### src/rtl/elevator_dispatcher.sv
// Floor-call dispatcher: queues calls and steps the car one floor at a time, with a per-step timeout.
// Optional auto-park to floor 0 after an idle period is enabled by defining ELEVATOR_PARK_EN.
module elevator_dispatcher #(
    parameter int DEPTH        = 4,
    parameter int MOVE_TIMEOUT = 8,
    parameter int PARK_DELAY   = 16
) (
    input  logic       clk,
    input  logic       reset,
    input  logic       call_valid,
    input  logic [1:0] call_floor,
    output logic       call_ready,
    input  logic       z1,
    input  logic       z0,
    output logic       x1,
    output logic       x0,
    output logic       arrived,
    output logic       busy,
    output logic       fault
);
    localparam int AW = $clog2(DEPTH);
    localparam int CW = AW + 1;
    localparam logic [7:0] TO_LAST = 8'(MOVE_TIMEOUT - 1);

    if (DEPTH < 2 || DEPTH > 16 || (DEPTH & (DEPTH - 1)) != 0 ||
        MOVE_TIMEOUT < 2 || MOVE_TIMEOUT > 255 ||
        PARK_DELAY < 1 || PARK_DELAY > 255) begin : g_bad_param
        $error("elevator_dispatcher: parameter out of range");
    end

    typedef enum logic [2:0] {
        S_IDLE,
        S_ISSUE,
        S_WAIT,
        S_ARRIVE,
        S_FAULT
    } state_t;

    state_t          state_q, state_d;
    logic [1:0]      fifo_q [DEPTH];
    logic [AW-1:0]   wr_ptr_q, wr_ptr_d, rd_ptr_q, rd_ptr_d;
    logic [CW-1:0]   count_q, count_d;
    logic            full_q, full_d;
    logic [1:0]      exp_q, exp_d;
    logic [7:0]      timer_q, timer_d;
    logic            x1_q, x1_d, x0_q, x0_d;
    logic            arrived_q, arrived_d, busy_q, busy_d, fault_q, fault_d;

    logic [1:0]      cur, head, push_floor;
    logic            ext_push, park_push, push, pop;

`ifdef ELEVATOR_PARK_EN
    localparam logic [7:0] PARK_LAST = 8'(PARK_DELAY - 1);
    logic [7:0] park_cnt_q, park_cnt_d;
`endif

    assign call_ready = !full_q && !fault_q;

    always_comb begin
        cur        = {z1, z0};
        head       = fifo_q[rd_ptr_q];
        ext_push   = call_valid && call_ready;
        park_push  = 1'b0;
`ifdef ELEVATOR_PARK_EN
        park_cnt_d = 8'd0;
        // An external call in the trigger cycle wins and restarts the idle count.
        if (state_q == S_IDLE && count_q == '0 && cur != 2'd0 && !ext_push) begin
            if (park_cnt_q == PARK_LAST) begin
                park_push = 1'b1;
            end else begin
                park_cnt_d = park_cnt_q + 8'd1;
            end
        end
`endif
        push       = ext_push || park_push;
        push_floor = ext_push ? call_floor : 2'd0;
        pop        = (state_q == S_ARRIVE);

        wr_ptr_d = push ? wr_ptr_q + AW'(1) : wr_ptr_q;
        rd_ptr_d = pop  ? rd_ptr_q + AW'(1) : rd_ptr_q;
        count_d  = count_q + CW'(push) - CW'(pop);
        full_d   = (count_d == CW'(DEPTH));

        state_d   = state_q;
        exp_d     = exp_q;
        timer_d   = timer_q;
        x1_d      = 1'b0;
        x0_d      = 1'b0;
        arrived_d = 1'b0;

        case (state_q)
            S_IDLE: begin
                if (count_q != '0) state_d = S_ISSUE;
            end
            S_ISSUE: begin
                if (head == cur) begin
                    state_d = S_ARRIVE;
                end else begin
                    x0_d    = 1'b1;
                    x1_d    = (head > cur);
                    exp_d   = (head > cur) ? cur + 2'd1 : cur - 2'd1;
                    timer_d = 8'd0;
                    state_d = S_WAIT;
                end
            end
            S_WAIT: begin
                timer_d = timer_q + 8'd1;
                if (cur == exp_q) begin
                    state_d = S_ISSUE;
                end else if (timer_q == TO_LAST) begin
                    state_d = S_FAULT;
                end
            end
            S_ARRIVE: begin
                arrived_d = 1'b1;
                state_d   = (count_d != '0) ? S_ISSUE : S_IDLE;
            end
            S_FAULT: state_d = S_FAULT;
            default: state_d = S_IDLE;
        endcase

        busy_d  = (state_d != S_IDLE);
        fault_d = (state_d == S_FAULT);
    end

    always_ff @(posedge clk) begin
        if (reset) begin
            state_q    <= S_IDLE;
            wr_ptr_q   <= '0;
            rd_ptr_q   <= '0;
            count_q    <= '0;
            full_q     <= 1'b0;
            exp_q      <= 2'd0;
            timer_q    <= 8'd0;
            x1_q       <= 1'b0;
            x0_q       <= 1'b0;
            arrived_q  <= 1'b0;
            busy_q     <= 1'b0;
            fault_q    <= 1'b0;
`ifdef ELEVATOR_PARK_EN
            park_cnt_q <= 8'd0;
`endif
        end else begin
            if (push) fifo_q[wr_ptr_q] <= push_floor;
            state_q    <= state_d;
            wr_ptr_q   <= wr_ptr_d;
            rd_ptr_q   <= rd_ptr_d;
            count_q    <= count_d;
            full_q     <= full_d;
            exp_q      <= exp_d;
            timer_q    <= timer_d;
            x1_q       <= x1_d;
            x0_q       <= x0_d;
            arrived_q  <= arrived_d;
            busy_q     <= busy_d;
            fault_q    <= fault_d;
`ifdef ELEVATOR_PARK_EN
            park_cnt_q <= park_cnt_d;
`endif
        end
    end

    assign x1      = x1_q;
    assign x0      = x0_q;
    assign arrived = arrived_q;
    assign busy    = busy_q;
    assign fault   = fault_q;
endmodule

### config.mk
export PLATFORM = sky130hd
export DESIGN_NAME = elevator_dispatcher
export DESIGN_NICKNAME = d
export VERILOG_FILES = /design/src/rtl/elevator_dispatcher.sv
export SDC_FILE = /design/constraint.sdc
export NUM_CORES = 1
export LEC_CHECK = 0
export CORE_UTILIZATION = 57
export CTS_CLUSTER_SIZE = 16
export DETAILED_ROUTE_END_ITERATION = 16
export PLACE_DENSITY = 0.84
export SKIP_LAST_GASP = 1
export SLEW_MARGIN = 5
export SYNTH_ARGS = -nofsm -noshare
export SYNTH_HDL_FRONTEND = slang
export SYNTH_SLANG_ARGS = --single-unit
### constraint.sdc
create_clock -name clk -period 2.99 [get_ports clk]
set_input_delay 0.299 -clock clk [delete_from_list [all_inputs] [get_ports clk]]
set_output_delay 0.299 -clock clk [all_outputs]
set_load 0.005 [all_outputs]
## Yosys cells after proc, flatten, opt, wreduce, memory -nomap -nowiden

Memories as Yosys holds them, arrays and structs flattened. A register that Yosys moved wholly into a read port is not among the register bits.
Cells that the tools add are included.
W data, S select, Z words.

| cells by class | value |
|---|---|
| reduce and logical (&&, ||, !) cells | 13 |
| mux-type cells | 17 |
| magnitude comparators | 1 |
| equal/unequal tests | 10 |
| $add $sub $neg | 7 |
| bitwise logic cells | 2 |

Operator list:

| cell | count |
|---|---|
| $pmux W8 S2 | 1 |
| $pmux W3 S5 | 1 |
| $eq A3 B3 Y1 const B | 3 |
| $mux W3 | 3 |
| $reduce_bool A3 Y1 | 3 |
| $add A8 B1 Y8 const B | 1 |
| $eq A8 B3 Y1 const B | 1 |
| $mux W2 | 4 |
| $mux W8 | 1 |
| $mux W1 | 7 |
| $add A2 B1 Y2 const B | 3 |
| $eq A3 B2 Y1 const B | 2 |
| $eq A2 B2 Y1 | 2 |
| $reduce_and A2 Y1 | 2 |
| $add A3 B1 Y3 | 1 |
| $eq A3 B1 Y1 const B | 1 |
| $logic_not A3 Y1 | 1 |
| $reduce_or A3 Y1 | 1 |
| $sub A3 B1 Y3 | 1 |
| $gt A2 B2 Y1 | 1 |
| $logic_and A1 B1 Y1 | 2 |
| $logic_not A1 Y1 | 2 |
| $ne A2 B2 Y1 const B | 1 |
| $not A1 Y1 | 2 |
| 3 further kinds | 3 |

| word-level totals | value |
|---|---|
| flip-flop bits (word level) | 26 |
| memories kept | 1 |
| output and inout bits | 6 |
| RAM bits | 8 |
| bits of input ports | 7 |
| logic and storage cells | 63 |

Memories:

| name | words | bits a word | read ports | clocked after memory_dff | wr ports | RTL line | RTL |
|---|---|---|---|---|---|---|---|
| fifo_q | 4 | 2 | 1 | 1 | 1 | 40 | `logic [1:0] fifo_q [DEPTH];` |

## Depth between registers and ports, before layout

Gate-level depths: netlist of run 1.

| logic depth | value |
|---|---|
| word-level depth | 9 |
| mapped depth | 10 |
| mapped depth without buffers | 10 |

## Worst setup path after synthesis of run 1

No wires, ideal clock.

| timing | value |
|---|---|
| kind | reg2reg |
| from | reg state_q[2] |
| to | reg busy_q, in the netlist busy |
| arrival time | 2.336 ns |
| setup slack | 0.532 ns |
| required time | 2.868 ns |
| setup time | 0.122 ns |
| path buffers | 1 |
| cell stages (with the launch flop) | 11 |
| clock period less this slack | 2.458 ns |
| cell sequence | dfxtp_1 > buf_4 > and3b_1 > nand2_1 > nand2_1 > ha_1 > fa_1 > xnor3_1 > o31ai_2 > a311oi_2 > a221o_1 |

| between the ends | value |
|---|---|
| word-level cells in the longest chain between the ends | 6 |
| elaborated cells between the ends (all ways) | 13 |
| classes of those cells | 1 x add/sub; 4 x eq/ne; 5 x mux; 3 x reduce/logical |

RTL lines:

| element | RTL line | RTL |
|---|---|---|
| start: declaration | 39 | `state_t state_q, state_d;` |
| start signal: assignment | 145 | `state_q <= state_d;` |
| $eq A3 B2 Y1 | 77, 91 |  |
| $sub A3 B1 Y3 | 81 | `count_d = count_q + CW'(push) - CW'(pop);` |
| $reduce_bool A3 Y1 | 116 | `state_d = (count_d != '0) ? S_ISSUE : S_IDLE;` |
| $mux W1 | 116 |  |
| $pmux W3 S5 (*) | 91 | `case (state_q)` |
| $reduce_bool A3 Y1 (*) | 122 | `busy_d = (state_d != S_IDLE);` |
| end signal: assignment | 155 | `busy_q <= busy_d;` |
| end: declaration | 47 | `logic arrived_q, arrived_d, busy_q, busy_d, fault_q, fault_d;` |

Every way passes the cells marked *; elsewhere a longest branch is shown, timed or not.
A chain may end at the register's enable or synchronous reset.

## Worst setup path in the final report of run 1

| timing | value |
|---|---|
| from | reg state_q[1] |
| to | reg busy_q, in the netlist busy |

Same word-level chain as after synthesis.

==> results by group, run 1 <==
Global routing
  • First-pass GRT wire length: 5040 um
  • Largest net degree at the start of global routing: 16
  • Initial antenna violation count: 0
  • Vias in the first global route: 1140
  • GRT overflow: 0
  • Global Route Usage Sum: 0.212

Synthesis
  • Post-Syn Instances: 166
  • Post-synth EDFFs: 8
  • Post-synthesis register bit count: 36
  • Yosys warning count: 0
  • Syn_nets: 182
  • Synth Area per Inst: 10.3 um2
  • Area contributors post-synth: dfxtp_1 (33%), edfxtp_1 (14%), ha_1 (5.9%)
  • Most common flop cell mapped by yosys: dfxtp_1
  • Top cell type by total area after synthesis: dfxtp_1
  • Sequential fraction of the synthesis area: 0.470
  • Synth top cells by count: dfxtp_1 (28), nor2_1 (18), a21oi_1 (12), nand2_1 (10)
  • Synth top area share: 0.329
  • Fraction of registers with async set/reset: 0
  • Mapped cell area: 0.00171 mm2
  • Count leader, synth: dfxtp_1
  • Synth cell types: 47

Clocking
  • Root Buffer: clkbuf_4
  • Postcts setup bufs: 0
  • Htree depth: 2
  • TritonCTS buffer count: 5
  • CTS sink count: 36
  • Resized Gates After CTS: 0
  • CTS Hold Buffers Added: 0
  • Clock buffer depth: 2
  • Clk slew on worst S/H paths: 110 ps
  • CTS tree: built
  • Later-pin clock latency in the skew report: 340 ps

STA
  • Final setup fails: 0
  • Final Cycle Share: 0.880
  • RSZ-0062 raised after global routing: false
  • WHS: 484 ps
  • Worst-margin pin slew: 470 ps
  • Max Clk Rate: 0.380 GHz
  • Pins Over Slew Limit: 0
  • Min Clock Period, post-route: 2630 ps
  • Fin Setup TNS: 0 ps
  • Final hold vios: 0
  • Layout Skew: 11.5 ps
  • Max-slew headroom: 0.685

Power and ir drop
  • VDD IR max: 0.437 mV
  • Cell Pwr Density: 716 mW/mm2
  • Sw frac: 0.310
  • Flop pwr share: 0.454
  • Clock share of power: 0.244
  • P_int: 0.953 mW
  • Logic pwr share: 0.301
  • Leak Pwr: 0.748 nW
  • NetSw: 0.428 mW

Floorplanning
  • Die area: 0.00321 mm2
  • Initial Util: 0.608
  • Row cnt: 19
  • Ports: 13
  • Die Height: 56.7 um
  • Die W: 56.7 um
  • Core Box Area: 0.00281 mm2

Setup path
  • Reg2reg start: state_q[1]
  • Crit path max fanout: 10
  • Worst EP required: 3220 ps
  • Worst path most repeated cell: nand2_1
  • Reg2reg setup slack: 360 ps
  • Critical Path Max Stage Delay: 410 ps
  • CP top delay family: compound AO/OA/AOI/OAI gates
  • WS Path Type: reg -> reg
  • Buf/Inv on CP: 0
  • Worst-path cell chain: and3b_1, nand2_1, nand2_1, ha_1, fa_1, xnor3_1, o31ai_2, a311oi_2, a221o_1
  • CP endpoint: busy
  • Setup crit end kind: register
  • Reg2Reg Capture Point: busy
  • Critical path arrival: 2860 ps
  • Worst setup SP type: register
  • Stages on worst setup path: 9
  • CP max stage cell: xnor3_1
  • Critical Path Start: state_q[1]
  • Worst reg-to-reg path cell count: 9

Routing
  • Number of remaining DRC errors: 0
  • Routed len/inst: 14.5 um
  • DR vias/cell: 5.82
  • Drt total wl: 3100 um
  • Final ANT Viol Nets: 0
  • Drt first pass iters: 4
  • Iter 0 DRT Violations: 79
  • Via count: 1246

Placement
  • I/O Buffers: 12
  • DPL Wire Length: 2290 um
  • Final GP Congestion: 0.759
  • Placed cells: 206

Final layout
  • Area of the multi-input gates: 847 um2
  • Post-layout net count: 198
  • Final non-filler cell total: 214
  • Area delta synth->final: 13.1%
  • Ratio of cells with drive above 1 in the final layout: 0.0984
  • Number of fill cells: 223
  • Register area: 801 um2
  • N_diodes: 0

Hold path
  • Hold WC Path Type: reg -> reg

Run
  • Max cap viols: 0

Run status
  • Status: finished clean
[registers in the layout, summed over array words and instances (netlist names), named ones only]
signal	cells
state_q	3
rd_ptr_q	2
full_q	1
fault	1
wr_ptr_q	2
x1	1
busy	1
x0	1
count_q	3
fifo_q	8
arrived	1
timer_q	8
exp_q	2
[cells in the final DEF (no fill, tap or decap), types with 2 or more instances in the layout]
master | Yosys | routed
mux4_2 | 2 | 2
a21oi_1 | 12 | 12
edfxtp_1 | 8 | 8
o21ai_0 | 3 | 3
nand3_1 | 6 | 6
clkdlybuf4s50_1 | 0 | 12
nand3b_1 | 3 | 3
nor3b_1 | 2 | 2
clkbuf_4 | 0 | 5
nor2_1 | 18 | 18
buf_4 | 1 | 3
xnor2_1 | 4 | 4
and2_1 | 7 | 7
o211ai_1 | 2 | 2
ha_1 | 8 | 8
nor2b_1 | 4 | 4
a21boi_0 | 2 | 2
inv_1 | 6 | 6
nand2b_1 | 2 | 2
and3b_1 | 2 | 2
nand2_1 | 10 | 10
nor3_1 | 3 | 3
or3_1 | 4 | 4
a211oi_1 | 2 | 2
xor2_1 | 2 | 2
dfxtp_1 | 28 | 28
[layer usage]
| metal | track usage | wire [um] |
|---|---|---|
| met1 | 0.246 | 1330 |
| met2 | 0.364 | 1590 |
| met3 | 0.0691 | 137 |
| met4 | 0.0750 | 34 |
| met5 | 0 | 0 |
[worst min-delay path by stage]
stage / start / to / cells after the start
after detailed placement: exp_q[1] / exp_q[1] / 2
final: exp_q[1] / exp_q[1] / 2
after CTS: exp_q[1] / exp_q[1] / 2
after floorplan: z0 / exp_q[0] / 1
after global placement: exp_q[1] / exp_q[1] / 2
after global routing: exp_q[1] / exp_q[1] / 2
[power groups by stage]
stage | Clock (mW) | Combinational, mW | Sequential (mW)
2_1_floorplan | 0 | 0.324 | 0.620
3_3_place_gp | 0 | 0.395 | 0.634
3_5_place_dp | 0 | 0.415 | 0.638
4_1_cts | 0.346 | 0.418 | 0.626
5_1_grt | 0.366 | 0.458 | 0.635
6_report | 0.338 | 0.416 | 0.628
[tightest hold or removal path, stage by stage, from the launching register on]
cell	delay, ps
dfxtp_1	340
nand2_1	60
a21oi_1	50
[final cells by class]
type,instances,share of cell area
tap,31,0.0201
sequential,36,0.415
timing repair buffer,15,0.0740
clock buffer,6,0.0214
inverter,6,0.0117
clock inverter,2,0.0182
multi-input combinational,118,0.439
[stage by stage]
stage,power [mW],setup WS (ps),util,area [um2]
final,1.38,358,0.687,1930
after global routing,1.46,226,0.687,1930
after CTS,1.39,342,0.687,1930
after detailed placement,1.05,208,0.660,1850
after global placement,1.03,355,0.660,1850
after floorplan,0.944,532,-,1710
[logic make-up (layout without fill, tap and decap cells)]
group,Yosys count,after routing,synth area share
fa+ha+maj,9,9,0.0704
simple gates,70,70,0.232
buf+inv,12,29,0.0337
xor+xnor,7,7,0.0440
flops,36,36,0.470
mux,2,2,0.0264
compound gates,30,30,0.124
No activity file was read; power rests on OpenSTA's default activity.
==> run 2: changes to the inputs <==
--- a/config.mk
+++ b/config.mk
@@ -9,6 +9,7 @@
 export CTS_CLUSTER_SIZE = 16
 export DETAILED_ROUTE_END_ITERATION = 16
 export PLACE_DENSITY = 0.84
+export SETUP_SLACK_MARGIN = 0.02
 export SKIP_LAST_GASP = 1
 export SLEW_MARGIN = 5
 export SYNTH_ARGS = -nofsm -noshare
==> results of run 2 <==
Final layout, timing and power as in run 1 (identical DEF).
==> run 3: changes to the inputs <==
--- a/config.mk
+++ b/config.mk
@@ -5,10 +5,11 @@
 export SDC_FILE = /design/constraint.sdc
 export NUM_CORES = 1
 export LEC_CHECK = 0
-export CORE_UTILIZATION = 57
+export CORE_UTILIZATION = 59
+export CTS_BUF_LIST = sky130_fd_sc_hd__clkbuf_4 sky130_fd_sc_hd__clkbuf_8
 export CTS_CLUSTER_SIZE = 16
 export DETAILED_ROUTE_END_ITERATION = 16
-export PLACE_DENSITY = 0.84
+export PLACE_DENSITY = 0.86
 export SETUP_SLACK_MARGIN = 0.02
 export SKIP_LAST_GASP = 1
 export SLEW_MARGIN = 5
==> run 3 against run 2 <==
Effect of this change: clock-buffer cell count decreased by 1; core utilization increased by 0.46 points; critical path depth unchanged; first-iteration DRC count increased by 14%; die area decreased by 3.3%; sequential power about the same; clock power decreased by 24%; global-route usage increased by 1.6 points; clock skew decreased by 2.1 ps; combinational power decreased by 1%; hold slack improved by 0.98 ps; total power decreased by 6.0%.
==> results by group, run 3 (same netlist as run 1, synthesis figures left out) <==
Routing
  • Via count: 1229 (-1.4%)
  • Routed len/inst: 14.7 um (+1.5%)
  • Drt total wl: 3140 um (+1.5%)
  • Drt first pass iters: 4 (unchanged)
  • DR vias/cell: 5.74 (-1.4%)
  • Final ANT Viol Nets: 0 (unchanged)
  • Iter 0 DRT Violations: 90 (+14%)
  • Number of remaining DRC errors: 0 (unchanged)

Placement
  • DPL Wire Length: 2320 um (+1.6%)
  • Post-DP Area: 0.00185 mm2 (unchanged)
  • Final GP Congestion: 0.752 (-0.96%)
  • Placed cells: 206 (unchanged)
  • I/O Buffers: 12 (unchanged)

Setup path
  • Worst reg-to-reg path cell count: 9 (unchanged)
  • Reg2Reg Capture Point: busy
  • CP max stage cell: dfxtp_1
  • Critical path arrival: 2810 ps (-50 ps)
  • Setup crit end kind: register
  • WS Path Type: reg -> reg
  • Worst-path cell chain: and3b_1, nand2_1, nand2_1, ha_1, fa_1, xnor3_1, o31ai_2, a311oi_2, a221o_1
  • Worst path most repeated cell: nand2_1
  • Worst setup SP type: register
  • Reg2reg start: state_q[0]
  • Critical Path Start: state_q[0]
  • Crit path max fanout: 9 (-1)
  • Worst EP required: 3240 ps (+20 ps)
  • Critical Path Max Stage Delay: 420 ps (about the same)
  • CP endpoint: busy
  • Reg2reg setup slack: 420 ps (+70 ps)

Final layout
  • N_diodes: 0 (unchanged)
  • Post-layout net count: 198 (unchanged)
  • Leading cell types in the layout, fill and taps excluded: dfxtp_1 (28), nor2_1 (18), a21oi_1 (12), clkdlybuf4s50_1 (12), nand2_1 (10)
  • Register area: 801 um2 (unchanged)
  • Number of fill cells: 221 (-0.90%)
  • Ratio of cells with drive above 1 in the final layout: 0.104 (+0.00546)
  • Area of the multi-input gates: 847 um2 (unchanged)
  • Commonest non-fill, non-tap cell in the layout: dfxtp_1
  • Area delta synth->final: 11.9%
  • Final non-filler cell total: 214 (unchanged)
  • Largest registers: fifo_q x8, timer_q x8
  • Final instance area: 0.00191 mm2 (-1.0%)

Floorplanning
  • Die area: 0.00311 mm2 (-3.3%)
  • Core Box Area: 0.00276 mm2 (-1.7%)
  • Die Height: 55.8 um (-1.6%)
  • Ports: 13 (unchanged)
  • Die W: 55.8 um (-1.6%)
  • Row cnt: 19 (unchanged)
  • Initial Util: 0.618 (+0.0105)

Global routing
  • GRT overflow: 0 (unchanged)
  • Vias in the first global route: 1242 (+8.9%)
  • Global Route Usage Sum: 0.228 (+0.0155)
  • Initial antenna violation count: 0 (unchanged)
  • First-pass GRT wire length: 5480 um (+8.6%)
  • Largest net degree at the start of global routing: 16 (unchanged)

STA
  • Layout Skew: 9.45 ps (-2.06 ps)
  • Final setup fails: 0 (unchanged)
  • Worst-margin pin slew: 497 ps (+26.8 ps)
  • Max Clk Rate: 0.390 GHz (+2.6%)
  • Final Cycle Share: 0.858 (-0.0221)
  • Min Clock Period, post-route: 2570 ps (-66.1 ps)
  • Fin Setup TNS: 0 ps (unchanged)
  • Pins Over Slew Limit: 0 (unchanged)
  • RSZ-0062 raised after global routing: false
  • Max-slew headroom: 0.667 (-0.0179)
  • WHS: 485 ps (+0.978 ps)
  • Final hold vios: 0 (unchanged)

Clocking
  • Clock buffer depth: 2 (unchanged)
  • Later-pin clock latency in the skew report: 340 ps (about the same)
  • CTS sink count: 36 (unchanged)
  • Resized Gates After CTS: 0 (unchanged)
  • CTS tree: built
  • TritonCTS buffer count: 5 (unchanged)
  • Clk slew on worst S/H paths: 110 ps (about the same)
  • CTS Hold Buffers Added: 0 (unchanged)
  • Root Buffer: clkbuf_4
  • Htree depth: 2 (unchanged)
  • Postcts setup bufs: 0 (unchanged)

Power and ir drop
  • Flop pwr share: 0.484 (+0.030)
  • NetSw: 0.431 mW (+0.63%)
  • Sw frac: 0.332 (+0.0220)
  • P_int: 0.867 mW (-9.0%)
  • VDD IR max: 0.513 mV (+17%)
  • Clock share of power: 0.198 (-0.046)
  • Total power: 1.30 mW (-6.0%)
  • Leak Pwr: 0.740 nW (-0.97%)
  • Cell Pwr Density: 680 mW/mm2 (-5.0%)
  • Logic pwr share: 0.318 (+0.017)

Run
  • Max cap viols: 0 (unchanged)

Hold path
  • Worst hold start: exp_q[1]
  • Hold WC Path Type: reg -> reg

Run status
  • Status: finished clean
## run 3: area by class of cell
class,count,area share
inverters,6,0.0118
well taps,31,0.0203
flip-flops and latches,36,0.420
clock inverters,3,0.00984
repair buffers,15,0.0748
clock buffers,5,0.0197
multi-input cells,118,0.444
## run 3: worst max-delay path: cells and delay by family (launching register included)
kind	cells	cell delay, ps
flops	1	420
xor+xnor	1	390
simple gates	3	490
compound gates	3	610
fa+ha+maj	2	560
## run 3: power by group through the flow
stage | sequential, mW | clock (mW) | combinational (mW)
finish | 0.629 | 0.257 | 0.412
global route | 0.639 | 0.282 | 0.456
CTS | 0.628 | 0.263 | 0.416
detailed placement | 0.639 | 0 | 0.413
global placement | 0.634 | 0 | 0.393
floorplan | 0.620 | 0 | 0.324
## run 3: per-stage QoR
stage | setup slack, ps | utilization
CTS | 422 | 0.692
detailed placement | 289 | 0.672
global route | 270 | 0.692
floorplan | 532 | -
global placement | 356 | 0.672
finish | 424 | 0.692
## run 3: worst min path at each step
stage                    end  cells past startpoint
floorplan           exp_q[0]                      1
global placement    exp_q[1]                      2
detailed placement  exp_q[1]                      2
CTS                 exp_q[1]                      2
global route        exp_q[1]                      2
finish              exp_q[1]                      2
## run 3: metal layers
metal  track usage  vias to the layer above  share of wire
met3        0.0651                        3          0.036
met1         0.275                      589           0.44
met2         0.386                       22           0.51
li1              -                      615              -
met4        0.0821                        0          0.011
met5             0                        -              0
